**src/rtl/fifo_burst_reader_if.sv**
```systemverilog
// ----------------------------------------------------------------------------
// fifo_burst_reader_if
//   Bundles the two handshake sides of fifo_burst_reader:
//     - FIFO side (show-head FIFO): NotEmpty, ReadData in; Read out.
//     - Stream side (valid/ready):  Out_Data, Out_Valid, Out_Last out;
//                                   Out_Ready in.
//   Modports:
//     master - the burst reader itself.
//     slave  - the environment: FIFO plus downstream consumer.
// ----------------------------------------------------------------------------
interface fifo_burst_reader_if #(
    parameter int DataWidth = 32
) ();
    // FIFO side
    logic                 NotEmpty;
    logic [DataWidth-1:0] ReadData;
    logic                 Read;

    // Output stream side
    logic [DataWidth-1:0] Out_Data;
    logic                 Out_Valid;
    logic                 Out_Last;
    logic                 Out_Ready;

    modport master (
        input  NotEmpty, ReadData, Out_Ready,
        output Read, Out_Data, Out_Valid, Out_Last
    );

    modport slave (
        output NotEmpty, ReadData, Out_Ready,
        input  Read, Out_Data, Out_Valid, Out_Last
    );
endinterface

```
**src/rtl/fifo_burst_reader.sv**
```systemverilog
// ----------------------------------------------------------------------------
// fifo_burst_reader
//   Pops exactly Length words from a show-head FIFO on a Start command and
//   presents them on a valid/ready stream, flagging the final word with
//   Out_Last. A 2-entry skid buffer sits between the FIFO pop and the output
//   so that Read never depends combinationally on Out_Ready, while still
//   sustaining one word per cycle.
//
// Ports:
//   CLK      in   clock
//   Rest     in   synchronous active-high reset
//   Start    in   command pulse, honoured only in IDLE
//   Length   in   burst length in words, sampled on an accepted Start
//   Abort    in   synchronous burst cancel (ignored in IDLE)
//   Busy     out  high in every state except IDLE
//   Done     out  one-cycle pulse on burst completion
//   SentCnt  out  output handshakes in the current / most recent burst
//   bus      -    FIFO and output stream handshakes (fifo_burst_reader_if)
// ----------------------------------------------------------------------------
module fifo_burst_reader #(
    parameter int DataWidth = 32,
    parameter int LenWidth  = 16
) (
    input  logic                 CLK,
    input  logic                 Rest,
    input  logic                 Start,
    input  logic [LenWidth-1:0]  Length,
    input  logic                 Abort,
    output logic                 Busy,
    output logic                 Done,
    output logic [LenWidth-1:0]  SentCnt,
    fifo_burst_reader_if.master  bus
);

    typedef enum logic [1:0] {
        IDLE,
        RUN,
        DRAIN,
        DONE
    } state_t;

    state_t               state;
    state_t               state_next;

    logic [LenWidth-1:0]  remaining;
    logic [LenWidth-1:0]  sent_cnt;

    // Skid buffer: entry 0 is the oldest word and drives the output.
    logic [DataWidth-1:0] buf_data [2];
    logic                 buf_last [2];
    logic [1:0]           count;

    logic                 rd;
    logic                 hs;
    logic                 abort_hit;
    logic                 start_ok;
    logic                 wr_idx;

    assign bus.Out_Valid = (count != 2'd0);
    assign bus.Out_Data  = buf_data[0];
    assign bus.Out_Last  = buf_last[0];
    assign bus.Read      = rd;

    assign hs        = bus.Out_Valid & bus.Out_Ready;
    assign abort_hit = Abort & (state != IDLE);
    assign start_ok  = (state == IDLE) & Start & ~Abort;

    // When a pop and a push coincide the survivor shifts into entry 0, so the
    // incoming word lands one slot lower than the current count suggests.
    assign wr_idx    = (count == 2'd1) & ~hs;

    assign Busy    = (state != IDLE);
    assign Done    = (state == DONE) & ~Abort;
    assign SentCnt = sent_cnt;

    // ------------------------------------------------------------------------
    // Next-state and FIFO pop decision
    // ------------------------------------------------------------------------
    always_comb begin
        // NOTE: every signal written here gets a default first, so no path
        // leaves it unassigned and no latch is inferred.
        state_next = state;
        rd         = 1'b0;

        case (state)
            IDLE: begin
                if (start_ok) begin
                    state_next = (Length != '0) ? RUN : DONE;
                end
            end
            RUN: begin
                // Only registered state plus NotEmpty: no path from Out_Ready.
                rd = bus.NotEmpty & (remaining != '0) & (count != 2'd2);
                if (rd && remaining == LenWidth'(1)) begin
                    state_next = DRAIN;
                end
            end
            DRAIN: begin
                if (hs && bus.Out_Last) begin
                    state_next = DONE;
                end
            end
            DONE: begin
                state_next = IDLE;
            end
            default: begin
                state_next = IDLE;
            end
        endcase

        if (abort_hit) begin
            state_next = IDLE;
            rd         = 1'b0;
        end
    end

    // ------------------------------------------------------------------------
    // State, counters and skid buffer
    // ------------------------------------------------------------------------
    always_ff @(posedge CLK) begin
        // NOTE: sequential state uses non-blocking assignments only, so every
        // register here sees the pre-edge value of every other register.
        if (Rest) begin
            state     <= IDLE;
            count     <= 2'd0;
            remaining <= '0;
            sent_cnt  <= '0;
            // NOTE: the buffer entries are reset because entry 0 drives
            // Out_Data directly, which must read zero out of reset.
            buf_data[0] <= '0;
            buf_data[1] <= '0;
            buf_last[0] <= 1'b0;
            buf_last[1] <= 1'b0;
        end else begin
            state <= state_next;

            if (abort_hit) begin
                count     <= 2'd0;
                remaining <= '0;
            end else begin
                if (start_ok) begin
                    remaining <= Length;
                    sent_cnt  <= '0;
                end else if (rd) begin
                    remaining <= remaining - LenWidth'(1);
                end

                if (hs) begin
                    sent_cnt    <= sent_cnt + LenWidth'(1);
                    buf_data[0] <= buf_data[1];
                    buf_last[0] <= buf_last[1];
                end

                // Written after the shift so a same-cycle push into entry 0
                // overrides the shifted (stale) entry 1.
                if (rd) begin
                    buf_data[wr_idx] <= bus.ReadData;
                    buf_last[wr_idx] <= (remaining == LenWidth'(1));
                end

                count <= count + {1'b0, rd} - {1'b0, hs};
            end
        end
    end

endmodule

```
**src/flat_wrapper.sv**
```systemverilog
// flat-port wrapper written by rule: the top's interface ports become plain ports
module fifo_burst_reader_flat 
#(
    parameter int DataWidth = 32,
    parameter int LenWidth  = 16
)
  (CLK, Rest, Start, Length, Abort, Busy, Done, SentCnt, bus_NotEmpty, bus_ReadData, bus_Out_Ready, bus_Read, bus_Out_Data, bus_Out_Valid, bus_Out_Last);
  fifo_burst_reader_if #(.DataWidth(DataWidth)) bus_i ();
  input  logic CLK;
  input  logic Rest;
  input  logic Start;
  input  logic [LenWidth-1:0] Length;
  input  logic Abort;
  output logic Busy;
  output logic Done;
  output logic [LenWidth-1:0] SentCnt;
  input wire logic [$bits(bus_i.NotEmpty)-1:0] bus_NotEmpty;
  input wire logic [$bits(bus_i.ReadData)-1:0] bus_ReadData;
  input wire logic [$bits(bus_i.Out_Ready)-1:0] bus_Out_Ready;
  output wire logic [$bits(bus_i.Read)-1:0] bus_Read;
  output wire logic [$bits(bus_i.Out_Data)-1:0] bus_Out_Data;
  output wire logic [$bits(bus_i.Out_Valid)-1:0] bus_Out_Valid;
  output wire logic [$bits(bus_i.Out_Last)-1:0] bus_Out_Last;
  assign bus_i.NotEmpty = bus_NotEmpty;
  assign bus_i.ReadData = bus_ReadData;
  assign bus_i.Out_Ready = bus_Out_Ready;
  assign bus_Read = bus_i.Read;
  assign bus_Out_Data = bus_i.Out_Data;
  assign bus_Out_Valid = bus_i.Out_Valid;
  assign bus_Out_Last = bus_i.Out_Last;
  fifo_burst_reader #(.DataWidth(DataWidth), .LenWidth(LenWidth)) u_core (.CLK(CLK), .Rest(Rest), .Start(Start), .Length(Length), .Abort(Abort), .Busy(Busy), .Done(Done), .SentCnt(SentCnt), .bus(bus_i));
endmodule
```
**config.mk**
```make
export PLATFORM = sky130hd
export DESIGN_NAME = fifo_burst_reader_flat
export DESIGN_NICKNAME = d
export VERILOG_FILES = /design/src/rtl/fifo_burst_reader_if.sv /design/src/rtl/fifo_burst_reader.sv /design/src/flat_wrapper.sv
export SDC_FILE = /design/constraint.sdc
export NUM_CORES = 1
export LEC_CHECK = 0
export CAP_MARGIN = 20
export CORE_MARGIN = 2
export CORE_UTILIZATION = 50
export DETAILED_ROUTE_END_ITERATION = 8
export PLACE_DENSITY = 0.91
export SKIP_LAST_GASP = 1
export SYNTH_ARGS = -nofsm -noshare
export SYNTH_HDL_FRONTEND = slang
export SYNTH_SLANG_ARGS = --single-unit
```
**constraint.sdc**
```tcl
create_clock -name CLK -period 3.7 [get_ports CLK]
set_clock_uncertainty 0.1 [all_clocks]
set_input_delay 0.74 -clock CLK [delete_from_list [all_inputs] [get_ports CLK]]
set_output_delay 0.74 -clock CLK [all_outputs]
set_load 0.01 [all_outputs]
```
== After elaboration in Yosys (flattened, before gate mapping) ==
Memories as Yosys holds them, arrays and structs flattened.
Cells that the tools add are included.
Operators by class
  $add $sub $neg: 4
  equal/unequal tests: 9
  mux-type cells: 29
  bitwise operators: 13
  reduce and logical (&&, ||, !) cells: 14
Operator list (number)
  16-bit two-way mux: 4
  32-bit two-way mux: 2
  16-bit nonzero test: 2
  32-bit OR reduction: 1
  1-bit two-way mux: 18
  16-bit by 1-bit adder with 16-bit output (second input constant): 1
  16-bit by 1-bit == test with 1-bit output (second input constant): 1
  16-bit by 1-bit subtractor with 16-bit output (second input constant): 1
  1-bit AND: 8
  2-bit two-way mux: 4
  2-bit one-hot mux with 4 select lines: 1
  2-bit nonzero test: 4
  2-bit by 1-bit != test with 1-bit output (second input constant): 3
  2-bit by 1-bit == test with 1-bit output (second input constant): 2
  2-bit == test (second input constant): 2
  1-bit NOT: 3
  3-bit AND reduction: 1
  2-bit by 1-bit adder with 2-bit output: 1
  1-bit logical AND: 2
  2-bit zero test: 1
  2-bit != test (second input constant): 1
  1-bit OR: 2
  2-bit AND reduction: 1
  2-bit OR reduction: 1
  other kinds (2): 2
Storage, ports and cells
  register bits: 36
  memory bits (writable): 66
  bits of input ports: 54
  output and inout bits: 53
  word-level logic and storage cells: 75
  memories: 2
Memories
  u_core.buf_data: depth 2, bits a word 32, rd ports 2, clocked after memory_dff 0, wr ports 2, RTL line fifo_burst_reader.sv:49  | logic [DataWidth-1:0] buf_data [2];
  u_core.buf_last: depth 2, bits a word 1, rd ports 2, clocked after memory_dff 0, wr ports 2, RTL line fifo_burst_reader.sv:50  | logic buf_last [2];

== Longest topological paths before layout ==
Gate-level depths: netlist (run 1).
  depth after elaboration: 11
  gate-level depth with buffers: 12
  gate-level depth less buffers: 12

== Worst setup path before layout (run 1) ==
OpenSTA, ideal clock, no wires.
  kind: input-to-reg
  from: input Abort
  to: memory u_core.buf_data[0][0] (enable)
  library setup time: 0.389 ns
  arrival time: 2.431 ns
  data required time: 3.211 ns
  setup slack: 0.780 ns
  stages on the path: 4
  buffers on the path: 0
  cell sequence: nor2b_1 -> nand4b_1 -> a21oi_2 -> a211o_1
RTL lines
  start, declared: RTL line flat_wrapper.sv:13  | input logic Abort;
  end, declared: RTL line fifo_burst_reader.sv:49

== Final worst setup path (run 1) ==
  from: register u_core.remaining[0]
  to: output bus_Read
On the way
  longest elaborated chain between the ends: 5
Ends and longest elaborated chain
  start, declared: RTL line fifo_burst_reader.sv:45  | logic [LenWidth-1:0] remaining;
  start signal, assigned: RTL line fifo_burst_reader.sv:142  | remaining <= Length;
  start signal, assigned: RTL line fifo_burst_reader.sv:145  | remaining <= remaining - LenWidth'(1);
  16-bit nonzero test: RTL line fifo_burst_reader.sv:93  | rd = bus.NotEmpty & (remaining != '0) & (count != 2'd2);
  1-bit AND (2 in series): RTL line fifo_burst_reader.sv:93
  1-bit two-way mux: RTL line fifo_burst_reader.sv:85  | case (state)
  1-bit two-way mux: RTL line fifo_burst_reader.sv:111  | if (abort_hit) begin
  end, declared: RTL line flat_wrapper.sv:20  | output wire logic [$bits(bus_i.Read)-1:0] bus_Read;
Every way passes these cells.

==> results.sh, run 1 <==
export IMPL_cts_buffers=9
export IMPL_rrSetupSlack_ns=0.74
export IMPL_routedWlPerCell_um=15.4
export IMPL_io_pins=107
export IMPL_grt_max_degree=66
export IMPL_vias=3684
export IMPL_slew_viol_final=0
export IMPL_drcViolationCount=0
export IMPL_syn_to_final_growth_pct=29.5
export IMPL_yosysMostFrequentCell="nand2_1"
export IMPL_status="complete, no violations"
export IMPL_setup_slack_ns=0.309
export IMPL_cpPeakStageDelay_ns=0.53
export IMPL_gp_congestion=0.852
export IMPL_slowest_stage="or3b_2"
export IMPL_cp_end_kind="output port"
export IMPL_hold_violations=0
export IMPL_fin_hold_ws_ns=0.420
export IMPL_p_leak_nw=2.16
export IMPL_fin_nets=624
export IMPL_firstDrtPassIters=4
export IMPL_min_period_ns=3.39
export IMPL_cts_sinks=102
export IMPL_die_area_um2=10100
export IMPL_synth_edf_count=66
export IMPL_crit_chain="inv_1, ha_1, or3b_2, nor3_1, a21oi_2, clkdlybuf4s50_1"
export IMPL_cp_start_kind="register"
export IMPL_crit_arrival_ns=2.55
export IMPL_ant_nets=0
export IMPL_post_cts_resize_count=0
export IMPL_final_period_utilization_pct=91.7
export IMPL_grt_usage_pct=21.0
export IMPL_max_slew_worst_pin_slew_ns=0.781
export IMPL_ys_warn_count=0
export IMPL_cts_reportedPaths_clkPinSlew_ns=0.09
export IMPL_cts_buffer_depth=2
export IMPL_hold_path_class="reg -> reg"
export IMPL_clk_latency_ns=0.37
export IMPL_tns_ns=0
export IMPL_cp_endpoint="bus_Read"
export IMPL_htreeDepth=3
export IMPL_max_freq_mhz=295
export IMPL_cap_violations=0
export IMPL_setup_viol=0
export IMPL_rows=35
export IMPL_drive_gt1_share_pct=7.07
export IMPL_synth_area_leaders="edfxtp_1 (42%), dfxtp_1 (15%), nand2_1 (6.6%)"
export IMPL_cts_root_buf="clkbuf_8"
export IMPL_insertedDiodeCount=0
export IMPL_peakVddDrop_mv=0.406
export IMPL_pre_cts_slack_ns=0.520
export IMPL_hold_buffers=0
export IMPL_antenna_found_initial=0
export IMPL_portBuffers=106
export IMPL_synthesis_nets=521
export IMPL_r2r_cells=13
export IMPL_cts_tree="yes"
export IMPL_async_flop_share_pct=0
export IMPL_start_util_pct=51.1
export IMPL_required_ns=2.86
export IMPL_rsz0062_at_grt="false"
export IMPL_cts_setup_buffers=0
export IMPL_ys_top_cells_by_count="nand2_1 (82), edfxtp_1 (66), o21ai_0 (52), dfxtp_1 (36), and2_1 (34)"
export IMPL_crit_type="reg -> out"
export IMPL_synth_seq_cells=102
export IMPL_synthFlopType="edfxtp_1"
export IMPL_avgViaCountPerCell=5.44
export IMPL_die_y_um=101
export IMPL_final_core_util_pct=66.2
export IMPL_grt_pass1_wl_um=16800
export IMPL_first_iter_violations=143
export IMPL_power_density_nw_per_um2=553
export IMPL_yosysSeqAreaShare_pct=57.8
export IMPL_crit_path_start="u_core.remaining[0]"
export IMPL_maxSlewHeadroom_pct=47.7
export IMPL_regToRegEndpoint="u_core.count[1]"
export IMPL_die_x_um=101
export IMPL_finalPower_mw=3.35
export IMPL_wl_um=10500
export IMPL_grt_pass1_vias=3610
export IMPL_core_area_um2=9150
export IMPL_synth_top_area_share_pct=42.4
export IMPL_ys_types=47
export IMPL_path_max_fanout=5
export IMPL_syn_cell_area_um2=4680
export IMPL_syn_area_per_cell_um2=10.2
export IMPL_grt_ovfl_total=0
export IMPL_syn_inst=458
export IMPL_yosysTopAreaCell="edfxtp_1"
export IMPL_r2r_start="u_core.remaining[0]"
export IMPL_hpwlAfterDp_um=7430
-- cells by family (layout without fill, tap and decap cells) --
| family | Yosys count | after routing | synth area share, % |
|---|---|---|---|
| adder cells (fa/ha/maj) | 9 | 9 | 2.41 |
| AO/OA/AOI/OAI | 82 | 82 | 9.74 |
| flip-flops | 102 | 102 | 57.8 |
| buffers and inverters | 35 | 143 | 2.84 |
| multiplexers | 2 | 2 | 0.428 |
| AND/OR/NAND/NOR | 202 | 202 | 21.9 |
| XOR/XNOR | 26 | 26 | 4.87 |
-- cells in the final DEF, fill, tap and decap left out, types with 2 or more instances in the layout --
cell             instances
and3_1                   3
nand2_1                 82
edfxtp_1                66
nand2b_1                 2
xnor2_1                  9
a31oi_1                  2
nor4_1                   7
and2_1                  34
clkdlybuf4s50_1        106
and4_1                   3
a21oi_1                 16
buf_4                    7
inv_6                    2
clkbuf_8                 9
nand4_1                  4
o21ai_0                 52
xor2_1                  17
nand3_1                  9
nor4b_1                  2
mux2i_1                  2
a211oi_1                 3
dfxtp_1                 36
or4_4                    2
nor3_1                   5
inv_1                   13
ha_1                     9
nor2_1                  31
or2_2                    3
nor2b_1                  2
-- metrics by stage --
step                      cell area (um2)  cells
final                                6060    677
after global routing                 6060    677
after CTS                            6060    677
after detailed placement             5880    661
after global placement               5880    661
after floorplan                      4680    458
-- power breakdown --
| part | switching [mW] | internal [mW] | leakage (nW) |
|---|---|---|---|
| Combinational | 0.614 | 0.533 | 1.09 |
| Sequential | 0.112 | 1.43 | 0.978 |
| Clock | 0.403 | 0.252 | 0.0896 |
| Total | 1.13 | 2.22 | 2.16 |
-- worst min-delay path by stage --
stage                             start             endpoint  slack [ns]  depth (start not counted)
floorplan           u_core.remaining[3]  u_core.remaining[3]        0.38                          2
global placement     u_core.SentCnt[15]   u_core.SentCnt[15]        0.40                          2
detailed placement  u_core.remaining[3]  u_core.remaining[3]        0.41                          2
CTS                 u_core.remaining[3]  u_core.remaining[3]        0.42                          2
global route         u_core.SentCnt[15]   u_core.SentCnt[15]        0.47                          2
finish              u_core.remaining[3]  u_core.remaining[3]        0.42                          2
-- worst max-delay path, delay by kind of cell (launching register included) --
family,cells,cell delay (ns)
fa+ha+maj,1,0.21
flops,1,0.36
simple gates,2,0.93
buf+inv,2,0.57
compound gates,1,0.12
-- per-layer routing --
metal | wire (um) | GRT usage [%]
met5 | 0 | 0
met4 | 238 | 8.32
met3 | 709 | 5.48
met2 | 5140 | 34.1
met1 | 4370 | 26.8
-- layout make-up --
class	instances	area, um2
repair buffers	114	1130
flip-flops and latches	102	2700
clock buffers	9	124
clock inverters	7	53.8
fillers	680	3100
multi-input cells	321	1860
well taps	111	139
inverters	13	48.8
-- flip-flops by register name, indices dropped and copies added, names as in the netlist --
signal / flops
u_core.SentCnt: 16
u_core.state: 2
u_core.count: 2
u_core.buf_data: 64
u_core.remaining: 16
u_core.buf_last: 2
(Power assumes the default switching activity.)
==> inputs of run 2 (changes only) <==
--- a/config.mk
+++ b/config.mk
@@ -8,6 +8,7 @@
 export CAP_MARGIN = 20
 export CORE_MARGIN = 2
 export CORE_UTILIZATION = 50
+export CTS_CLUSTER_DIAMETER = 100
 export DETAILED_ROUTE_END_ITERATION = 8
 export PLACE_DENSITY = 0.91
 export SKIP_LAST_GASP = 1
==> constraint.sdc (replaced) <==
create_clock -name CLK -period 3.7 [get_ports CLK]
set_clock_uncertainty 0.1 [all_clocks]
set_input_delay 0.74 -clock CLK [delete_from_list [all_inputs] [get_ports CLK]]
set_output_delay 0.74 -clock CLK [all_outputs]
set_load 0.005 [all_outputs]
==> run 2 against run 1 <==
Core utilization rose by 0.27 points. Cell area rose by 0.41%. Maximum frequency rose by 1.2%. Count of clock-buffer cells in the layout did not move. First-iteration DRC count down 4.9%. Largest cell class unchanged. Total power barely moved. Via count rose by 0.54%. Register-to-register slack improved by 0.03 ns. Combinational power is 6% lower.
==> results.sh, run 2 (same netlist as run 1, synthesis figures left out) <==
export IMPL_status="complete, no violations"
export IMPL_final_common_cell="clkdlybuf4s50_1"
export IMPL_maxSlewHeadroom_pct=48.5
export IMPL_peakVddDrop_mv=0.415
export IMPL_instances_no_fill=677
export IMPL_max_slew_worst_pin_slew_ns=0.770
export IMPL_r2r_start="u_core.remaining[0]"
export IMPL_final_area_um2=6080
export IMPL_wl_met1_um=4450
export IMPL_route_met2_wl_um=5140
export IMPL_grt_pass1_vias=3601
export IMPL_max_freq_mhz=298
export IMPL_crit_type="reg -> out"
export IMPL_htreeDepth=3
export IMPL_hold_path_class="reg -> reg"
export IMPL_cts_reportedPaths_clkPinSlew_ns=0.10
export IMPL_r2r_cells=13
export IMPL_cap_violations=0
export IMPL_cp_start_kind="register"
export IMPL_p_seq_share_pct=46.2
export IMPL_insertedDiodeCount=0
export IMPL_grt_max_degree=66
export IMPL_hold_violations=0
export IMPL_ant_nets=0
export IMPL_power_switching_mw=1.06
export IMPL_numPlacedInstances=661
export IMPL_drive_gt1_share_pct=7.07
export IMPL_hpwlAfterDp_um=7420
export IMPL_routedWlPerCell_um=15.5
export IMPL_crit_path_start="u_core.remaining[0]"
export IMPL_rrSetupSlack_ns=0.77
export IMPL_cts_tree="yes"
export IMPL_slew_viol_final=0
export IMPL_cts_setup_buffers=0
export IMPL_p_int_mw=2.29
export IMPL_met3_length_um=738
export IMPL_hold_depth=2
export IMPL_first_iter_violations=136
export IMPL_die_area_um2=10100
export IMPL_grt_usage_pct=21.1
export IMPL_final_core_util_pct=66.5
export IMPL_drcViolationCount=0
export IMPL_final_cell_mix="clkdlybuf4s50_1 (106), nand2_1 (82), edfxtp_1 (66)"
export IMPL_wl_um=10500
export IMPL_nFillCells=690
export IMPL_antenna_found_initial=0
export IMPL_clk_latency_ns=0.35
export IMPL_cts_sinks=102
export IMPL_die_y_um=101
export IMPL_grt_ovfl_total=0
export IMPL_post_cts_resize_count=0
export IMPL_pwr_share_comb_pct=32.3
export IMPL_cts_buffer_depth=2
export IMPL_largest_reg_flops=64
export IMPL_rows=35
export IMPL_hold_start="u_core.remaining[3]"
export IMPL_grt_pass1_wl_um=16900
export IMPL_cts_root_buf="clkbuf_8"
export IMPL_multi_input_area_um2=1860
export IMPL_vias=3704
export IMPL_swShare_pct=31.8
export IMPL_final_period_utilization_pct=90.6
export IMPL_setup_viol=0
export IMPL_min_period_ns=3.35
export IMPL_fin_hold_ws_ns=0.438
export IMPL_cts_buffers=9
export IMPL_clockPowerShare_pct=21.4
export IMPL_top_register="u_core.buf_data"
export IMPL_core_area_um2=9150
export IMPL_syn_to_final_growth_pct=30.1
export IMPL_hold_buffers=0
export IMPL_min_to="u_core.remaining[3]"
export IMPL_firstDrtPassIters=4
export IMPL_tns_ns=0
export IMPL_avgViaCountPerCell=5.47
export IMPL_required_ns=2.86
export IMPL_path_max_fanout=5
export IMPL_gp_congestion=0.851
export IMPL_placed_cell_area_um2=5880
export IMPL_rsz0062_at_grt="false"
export IMPL_io_pins=107
export IMPL_crit_arrival_ns=2.51
export IMPL_p_leak_nw=2.17
export IMPL_die_x_um=101
export IMPL_ff_latch_area_um2=2700
export IMPL_start_util_pct=51.1
export IMPL_cp_end_kind="output port"
export IMPL_highest_layer="met4"
export IMPL_fin_nets=624
export IMPL_power_density_nw_per_um2=551
export IMPL_regToRegEndpoint="u_core.count[1]"
export IMPL_portBuffers=106
run 2: cell types whose count changed in the layout (fill, tap and decap cells not counted):
cell and delta:
clkinv_2 -1, bufinv_16 +1
run 2: how the worst max path moves through the flow:
stage | endpoint
after floorplan | u_core.buf_data[0][0]
after global placement | bus_Read
after detailed placement | bus_Read
after CTS | bus_Read
after global routing | bus_Read
final | bus_Read
run 2: stage by stage:
step           worst slack, ns  total power, mW
2_1_floorplan            0.826             2.15
3_3_place_gp             0.577             2.60
3_5_place_dp             0.538             2.66
4_1_cts                  0.339             3.36
5_1_grt                  0.182             3.55
6_report                 0.350             3.35
run 2: routing by layer:
layer	track usage [%]	vias up
met4	8.22	0
met3	4.30	15
met5	0	-
li1	-	1802
met2	35.6	160
met1	26.6	1727
run 2: worst max-delay path, cell delays in order, from the launching register on:
cell and delay (ns):
dfxtp_1 0.38, inv_1 0.08, ha_1 0.21, or3b_2 0.52, nor3_1 0.38, a21oi_2 0.12
clkdlybuf4s50_1 0.46
run 2: layout make-up:
type / count / area share [%]
clock buffer: 9 / 2.04
timing repair buffer: 114 / 18.6
clock inverter: 7 / 1.30
multi-input combinational: 321 / 30.5
tap: 111 / 2.28
inverter: 13 / 0.802
sequential: 102 / 44.4
run 2: power groups by stage:
stage	clock network, mW	registers (mW)	logic (mW)
after floorplan	0	1.56	0.580
after detailed placement	0	1.58	1.08
final	0.718	1.55	1.08
after global routing	0.787	1.57	1.20
after CTS	0.730	1.55	1.09
after global placement	0	1.56	1.04
==> inputs of run 3 (changes only) <==
--- a/config.mk
+++ b/config.mk
@@ -8,9 +8,10 @@
 export CAP_MARGIN = 20
 export CORE_MARGIN = 2
 export CORE_UTILIZATION = 50
-export CTS_CLUSTER_DIAMETER = 100
+export CTS_CLUSTER_DIAMETER = 40
 export DETAILED_ROUTE_END_ITERATION = 8
-export PLACE_DENSITY = 0.91
+export HOLD_SLACK_MARGIN = 0.08
+export PLACE_DENSITY = 0.89
 export SKIP_LAST_GASP = 1
 export SYNTH_ARGS = -nofsm -noshare
 export SYNTH_HDL_FRONTEND = slang
==> run 3 against run 2 <==
Register-to-register slack worse by 0.06 ns. Die area stayed put. Non-clock buffer count stayed put. Sequential share of layout area is 0.22 points higher. Clock power is 10% lower. Sequential power hardly changed. Cell count stayed put. Maximum frequency is 0.52% lower. Worst hold slack better by 0.0022 ns. Count of clock-buffer cells in the layout is 1 higher. Critical path type unchanged. Flip-flop and latch count stayed put. Largest cell class unchanged. Cell area is 0.49% lower.
==> results.sh, run 3 (same netlist as run 1, synthesis figures left out) <==
export IMPL_status="complete, no violations"
export IMPL_max_freq_mhz=297
export IMPL_vias=3692
export IMPL_cts_tree="yes"
export IMPL_p_leak_nw=2.16
export IMPL_hold_buffers=0
export IMPL_r2r_start="u_core.remaining[0]"
export IMPL_final_common_cell="clkdlybuf4s50_1"
export IMPL_tns_ns=0
export IMPL_rrSetupSlack_ns=0.71
export IMPL_setup_slack_ns=0.332
export IMPL_post_cts_resize_count=0
export IMPL_max_slew_worst_pin_slew_ns=0.757
export IMPL_portBuffers=106
export IMPL_avgViaCountPerCell=5.45
export IMPL_crit_type="reg -> out"
export IMPL_rsz0062_at_grt="false"
export IMPL_cpPeakStageDelay_ns=0.51
export IMPL_die_x_um=101
export IMPL_peakVddDrop_mv=0.332
export IMPL_cts_buffer_depth=2
export IMPL_hold_start="u_core.SentCnt[15]"
export IMPL_firstDrtPassIters=5
export IMPL_io_pins=107
export IMPL_hpwlAfterDp_um=7290
export IMPL_final_area_um2=6050
export IMPL_path_max_fanout=5
export IMPL_hold_depth=2
export IMPL_grt_pass1_wl_um=16600
export IMPL_crit_arrival_ns=2.53
export IMPL_hold_violations=0
export IMPL_insertedDiodeCount=0
export IMPL_cts_buffers=9
export IMPL_required_ns=2.86
export IMPL_gp_congestion=0.854
export IMPL_largest_reg_flops=64
export IMPL_rows=35
export IMPL_hold_path_class="reg -> reg"
export IMPL_grt_max_degree=66
export IMPL_die_y_um=101
export IMPL_cts_reportedPaths_clkPinSlew_ns=0.10
export IMPL_cts_sinks=102
export IMPL_syn_to_final_growth_pct=29.4
export IMPL_final_period_utilization_pct=91.0
export IMPL_drcViolationCount=0
export IMPL_regToRegEndpoint="u_core.count[1]"
export IMPL_grt_usage_pct=20.6
export IMPL_numPlacedInstances=661
export IMPL_slew_viol_final=0
export IMPL_cp_start_kind="register"
export IMPL_slowest_stage="or3b_2"
export IMPL_min_to="u_core.SentCnt[15]"
export IMPL_grt_pass1_vias=3585
export IMPL_top_register="u_core.buf_data"
export IMPL_clk_latency_ns=0.36
export IMPL_cts_setup_buffers=0
export IMPL_cts_root_buf="clkbuf_8"
export IMPL_die_area_um2=10100
export IMPL_htreeDepth=3
export IMPL_instances_no_fill=677
export IMPL_r2r_cells=13
export IMPL_maxSlewHeadroom_pct=49.4
export IMPL_final_core_util_pct=66.1
export IMPL_min_period_ns=3.37
export IMPL_antenna_found_initial=0
export IMPL_cap_violations=0
export IMPL_first_iter_violations=140
export IMPL_power_density_nw_per_um2=543
export IMPL_nFillCells=722
export IMPL_core_area_um2=9150
export IMPL_cp_end_kind="output port"
export IMPL_routedWlPerCell_um=15.3
export IMPL_fin_nets=624
export IMPL_final_cell_mix="clkdlybuf4s50_1 (106), nand2_1 (82), edfxtp_1 (66)"
export IMPL_crit_chain="inv_1, ha_1, or3b_2, nor3_1, a21oi_2, clkdlybuf4s50_1"
export IMPL_pre_cts_slack_ns=0.564
export IMPL_grt_ovfl_total=0
export IMPL_setup_viol=0
export IMPL_drive_gt1_share_pct=7.07
export IMPL_placed_cell_area_um2=5880
export IMPL_ant_nets=0
export IMPL_start_util_pct=51.1
export IMPL_wl_um=10300
==> run 3: final cells by class <==
type | instances | area [um2] | share of cell area [%]
flip-flops and latches | 102 | 2700 | 44.7
repair buffers | 114 | 1130 | 18.7
clock inverters | 6 | 45.0 | 0.744
inverters | 13 | 48.8 | 0.806
clock buffers | 10 | 128 | 2.11
well taps | 111 | 139 | 2.29
multi-input cells | 321 | 1860 | 30.7
==> run 3: worst max-delay path, delay by kind of cell (launching register included) <==
kind	cells	cell delay (ns)
DFF	1	0.37
and+or+nand+nor	2	0.91
adders and majority gates	1	0.21
AOI/OAI and AO/OA	1	0.12
buffers and inverters	2	0.55
==> run 3: worst max-delay path by stage <==
stage / start / to / slack, ns / depth (start not counted)
5_1_grt: u_core.remaining[0] / bus_Read / 0.21 / 6
3_3_place_gp: Abort / bus_Read / 0.58 / 5
4_1_cts: u_core.remaining[0] / bus_Read / 0.34 / 6
2_1_floorplan: Abort / u_core.buf_data[0][0] / 0.83 / 4
6_report: u_core.remaining[0] / bus_Read / 0.33 / 6
3_5_place_dp: Abort / bus_Read / 0.56 / 5
==> run 3: per-stage QoR <==
step	hold WS, ns	power [mW]
global placement	0.399	2.60
global route	0.461	3.48
floorplan	0.377	2.15
detailed placement	0.415	2.66
CTS	0.438	3.30
finish	0.440	3.29
==> run 3: per-layer routing <==
layer	vias to the layer above	routed length (um)	GRT usage [%]
met4	0	163	6.32
met2	125	5070	34.9
met3	17	568	4.30
met1	1747	4520	26.6
li1	1803	-	-
met5	-	0	0
==> run 3: power breakdown <==
| group | total [mW] | switching [mW] | internal (mW) |
|---|---|---|---|
| clock network | 0.643 | 0.391 | 0.252 |
| logic | 1.10 | 0.564 | 0.531 |
| registers | 1.55 | 0.113 | 1.43 |
